**src/rtl/inst_decode_queue.sv**
```systemverilog
// rtl/inst_decode_queue.sv - buffered instruction decoder: splits fetch words into fields and queues them in a FIFO
// Optional performance counters are enabled by defining DECODE_PERF_CNT_EN.
module inst_decode_queue #(
  parameter int INST_W   = 32,
  parameter int OP_W     = 3,
  parameter int RA_W     = 5,
  parameter int IMM_W    = 16,
  parameter int ADDR_W   = 32,
  parameter int SIGN_EXT = 0,
  parameter int DEPTH    = 2,
  parameter logic [2**OP_W-1:0] ILLEGAL_MASK = '0
) (
  input  logic              clk,
  input  logic              rst,
  input  logic              flush,
  input  logic              in_valid,
  output logic              in_ready,
  input  logic [INST_W-1:0] inst,
  output logic              out_valid,
  input  logic              out_ready,
  output logic [OP_W-1:0]   opcode,
  output logic [RA_W-1:0]   reg_addr_0,
  output logic [RA_W-1:0]   reg_addr_1,
  output logic [RA_W-1:0]   reg_addr_2,
  output logic [ADDR_W-1:0] addr,
`ifdef DECODE_PERF_CNT_EN
  output logic [31:0]       dec_count,
  output logic [15:0]       illegal_count,
`endif
  output logic              illegal
);

  localparam int AW = $clog2(DEPTH);
  localparam int PW = AW + 1;

  logic [PW-1:0] wr_ptr, rd_ptr;
  logic          full, empty, push, pop;

  // Extra pointer MSB distinguishes full from empty when the index bits match.
  assign empty = (wr_ptr == rd_ptr);
  assign full  = (wr_ptr[PW-1] != rd_ptr[PW-1]) && (wr_ptr[AW-1:0] == rd_ptr[AW-1:0]);

  assign in_ready  = !full && !rst;
  assign out_valid = !empty;
  assign push      = in_valid && !full;
  assign pop       = out_ready && !empty;

  logic [OP_W-1:0]   d_op;
  logic [RA_W-1:0]   d_ra0, d_ra1, d_ra2;
  logic [IMM_W-1:0]  d_field;
  logic [ADDR_W-1:0] d_addr;
  logic              d_ill;

  assign d_op    = inst[INST_W-1 -: OP_W];
  assign d_ra0   = inst[INST_W-OP_W-1 -: RA_W];
  assign d_ra1   = inst[INST_W-OP_W-RA_W-1 -: RA_W];
  assign d_ra2   = inst[INST_W-OP_W-2*RA_W-1 -: RA_W];
  assign d_field = inst[IMM_W-1:0];
  assign d_addr  = (SIGN_EXT != 0) ? ADDR_W'($signed(d_field)) : ADDR_W'(d_field);
  assign d_ill   = ILLEGAL_MASK[d_op];

  logic [OP_W-1:0]   op_mem  [DEPTH];
  logic [RA_W-1:0]   ra0_mem [DEPTH];
  logic [RA_W-1:0]   ra1_mem [DEPTH];
  logic [RA_W-1:0]   ra2_mem [DEPTH];
  logic [ADDR_W-1:0] addr_mem[DEPTH];
  logic              ill_mem [DEPTH];

  always_ff @(posedge clk) begin
    if (rst) begin
      wr_ptr <= '0;
      rd_ptr <= '0;
      for (int i = 0; i < DEPTH; i++) begin
        op_mem[i]   <= '0;
        ra0_mem[i]  <= '0;
        ra1_mem[i]  <= '0;
        ra2_mem[i]  <= '0;
        addr_mem[i] <= '0;
        ill_mem[i]  <= 1'b0;
      end
    end else if (flush) begin
      wr_ptr <= '0;
      rd_ptr <= '0;
    end else begin
      if (push) begin
        op_mem[wr_ptr[AW-1:0]]   <= d_op;
        ra0_mem[wr_ptr[AW-1:0]]  <= d_ra0;
        ra1_mem[wr_ptr[AW-1:0]]  <= d_ra1;
        ra2_mem[wr_ptr[AW-1:0]]  <= d_ra2;
        addr_mem[wr_ptr[AW-1:0]] <= d_addr;
        ill_mem[wr_ptr[AW-1:0]]  <= d_ill;
        wr_ptr <= wr_ptr + PW'(1);
      end
      if (pop) begin
        rd_ptr <= rd_ptr + PW'(1);
      end
    end
  end

  assign opcode     = op_mem[rd_ptr[AW-1:0]];
  assign reg_addr_0 = ra0_mem[rd_ptr[AW-1:0]];
  assign reg_addr_1 = ra1_mem[rd_ptr[AW-1:0]];
  assign reg_addr_2 = ra2_mem[rd_ptr[AW-1:0]];
  assign addr       = addr_mem[rd_ptr[AW-1:0]];
  assign illegal    = ill_mem[rd_ptr[AW-1:0]];

`ifdef DECODE_PERF_CNT_EN
  // Counters survive flush; only pops that actually take effect are counted.
  always_ff @(posedge clk) begin
    if (rst) begin
      dec_count     <= '0;
      illegal_count <= '0;
    end else if (pop && !flush) begin
      dec_count <= dec_count + 32'd1;
      if (illegal && (illegal_count != 16'hFFFF)) begin
        illegal_count <= illegal_count + 16'd1;
      end
    end
  end
`endif

endmodule

```
**config.mk**
```make
export PLATFORM = sky130hd
export DESIGN_NAME = inst_decode_queue
export DESIGN_NICKNAME = d
export VERILOG_FILES = /design/src/rtl/inst_decode_queue.sv
export SDC_FILE = /design/constraint.sdc
export NUM_CORES = 1
export LEC_CHECK = 0
export CAP_MARGIN = 30
export CORE_ASPECT_RATIO = 1.25
export CORE_MARGIN = 2
export CORE_UTILIZATION = 48
export CTS_CLUSTER_DIAMETER = 80
export DETAILED_ROUTE_END_ITERATION = 8
export PLACE_DENSITY_LB_ADDON = 0.1
export SLEW_MARGIN = 40
export SYNTH_ARGS = -nofsm -noshare
export SYNTH_HDL_FRONTEND = slang
export SYNTH_SLANG_ARGS = --single-unit
```
**constraint.sdc**
```tcl
create_clock -name clk -period 2.3 [get_ports clk]
set_input_delay 0.46 -clock clk [delete_from_list [all_inputs] [get_ports clk]]
set_output_delay 0.46 -clock clk [all_outputs]
set_load 0.1 [all_outputs]
```
==> impl_metrics.ini <==
[synthesis]
syn-instance-count = 230
synth_seq_area_share = 0.6283
synth_seq_cells = 69
synth-edff-count = 64
synth_cell_types = 28
async_flop_share = 0
syn_area_um2 = 3218
synth_warnings = 0
syn_avg_cell_area_um2 = 13.99
ys.flop_type = edfxtp_1

[timing]
finalSetupViolations = 0
final.period_utilization = 0.8842
skew_ps = 9.003
period_minus_slack_ps = 2034
max_freq_ghz = 0.4917
fin_setup_tns_ps = 0
rsz0062_at_grt = no
finalHoldViolCount = 0
slew_violations = 0
fin_ws_ps = 266.4

[detailed_routing]
num_vias = 1927
wl_per_cell_um = 14.63
wl_met1_um = 2286
drt_iter0_markers = 57
dr.pass1.iters = 4
drc = 0
wl_met3_um = 280
wirelength_um = 5807
drt.antenna.violating_nets = 0
wl_met2_um = 3157
top_layer = met4
via_per_inst = 4.854

[clocking]
h-tree-depth = 3
cts.clk_slew.worst_paths_ps = 70
postCtsSetupRepairBufs = 0
cts_tree = done
cts_resized = 0
cts_hold_buf = 0
cts_num_sinks = 69
clk-insertion-delay-late_ps = 330
cts_made_buffers = 9
cts_root_buf = clkbuf_8
ctsLongestPathBuffers = 2

[power]
vdd_drop_max_uv = 383.9
p_leak_nw = 1.763
powerDensity_nw_per_um2 = 705.6

[place]
io_buffers = 72
dpl_worst_slack_ps = 189.6
gp_congestion = 0.7268
dp_hpwl_um = 3856

[final_layout]
syn_to_final_growth_pct = 41.33
nets = 342
drive_above_1_share = 0.3097
num_antenna_cells = 0
final_cell_mix = 64 x and2_1, 64 x edfxtp_1, 40 x buf_12

[critical_path]
r2r-end = ra2_mem[1][4]
crit_type = register to primary output
startpoint_type = register
r2r_cells = 4
path_max_fanout = 10
critPathCaptureType = primary output
cp.arrival_ps = 1570
r2r_start = rd_ptr[1]
cp.required_ps = 1840
regToRegSetupSlack_ps = 560

[outcome]
status = finished clean

[floorplanning]
initial_utilization = 0.4933
design.core.area_um2 = 6524
die_w_um = 77.24
fp.dieH_um = 95.55
rows = 33
die_area_um2 = 7379
ios = 90

[min_path]
hp-class = register to register
min_from = wr_ptr[1]
worstHoldEndpoint = wr_ptr[1]
worstHoldPathCells = 2

[global_route]
overflow = 0
grt_pass1_vias = 1927
grt_pass1_wl_um = 9059
antenna_found_initial = 0
grtUsageTotal = 0.1662
grt_start_max_net_pins = 33

[job]
cap_violations = 0
[area by class of cell]
class	count	area, um2
multi-input cells	144	1062
repair buffers	80	1191
flip-flops and latches	69	2023
well taps	87	108.9
clock buffers	11	131.4
fillers	472	1976
inverters	1	3.754
clock inverters	5	27.53
[synth_stat cells, types with 2 or more instances]
cell	n	area, um2
a311oi_1	3	26.28
buf_4	20	150.1
edfxtp_1	64	1922
nand3_1	2	10.01
buf_2	2	10.01
nand2_1	6	22.52
clkbuf_2	3	15.01
mux2_2	32	360.4
a21oi_1	4	20.02
a21o_1	2	15.01
and2_1	64	400.4
dfxtp_1	5	100.1
nor2_1	3	11.26
clkbuf_1	4	15.01
buf_1	3	11.26
[power by group]
part / total (mW) / switching, mW / leakage [nW] / internal [mW]
clock: 0.821 / 0.437 / 0.0829 / 0.384
combinational: 0.934 / 0.623 / 0.968 / 0.311
sequential: 1.45 / 0.0182 / 0.712 / 1.44
[flip-flops by register name, summed over array words and instances (netlist names), named ones only]
signal	cells
rd_ptr	2
ra0_mem	10
ra2_mem	9
wr_ptr	2
addr_mem	29
op_mem	6
ra1_mem	10
[worst max-delay path: stages (launching register included)]
cell and delay, ps:
dfxtp_1 430, xnor2_2 430, nand2_1 170, buf_12 200
[cell families after synthesis]
family / share of synthesized area
mux: 0.1151
xor+xnor: 0.01283
compound gates: 0.03344
flops: 0.6283
other cells: 0.001165
simple gates: 0.1454
buf+inv: 0.06376
[worst max path at each step]
| stage | from | endpoint | slack (ps) | cells after the start |
|---|---|---|---|---|
| finish | wr_ptr[0] | out_valid | 270 | 3 |
| global route | wr_ptr[0] | out_valid | 140 | 3 |
| CTS | wr_ptr[0] | out_valid | 250 | 3 |
| detailed placement | rst | addr_mem[0][13] | 190 | 5 |
| global placement | rst | addr_mem[0][5] | 220 | 5 |
| floorplan | register | reg_addr_2[0] | 70 | 4 |
[stage by stage]
step / cells / area, um2 / power, mW / utilization / hold WS [ps]
floorplan: 246 / 3282 / 2.109 / - / 511.8
global placement: 381 / 4389 / 2.415 / 0.6728 / 533.0
detailed placement: 381 / 4389 / 2.423 / 0.6728 / 543.7
CTS: 397 / 4548 / 3.230 / 0.6972 / 555.5
global route: 397 / 4548 / 3.310 / 0.6972 / 578.0
finish: 397 / 4548 / 3.209 / 0.6972 / 554.4
[routing by layer]
metal,track usage,up-vias
li1,-,926
met1,0.1812,939
met2,0.3000,53
met3,0.04545,9
met4,0.08036,0
met5,0,-
Note: power is estimated with default switching activity, not from simulation.
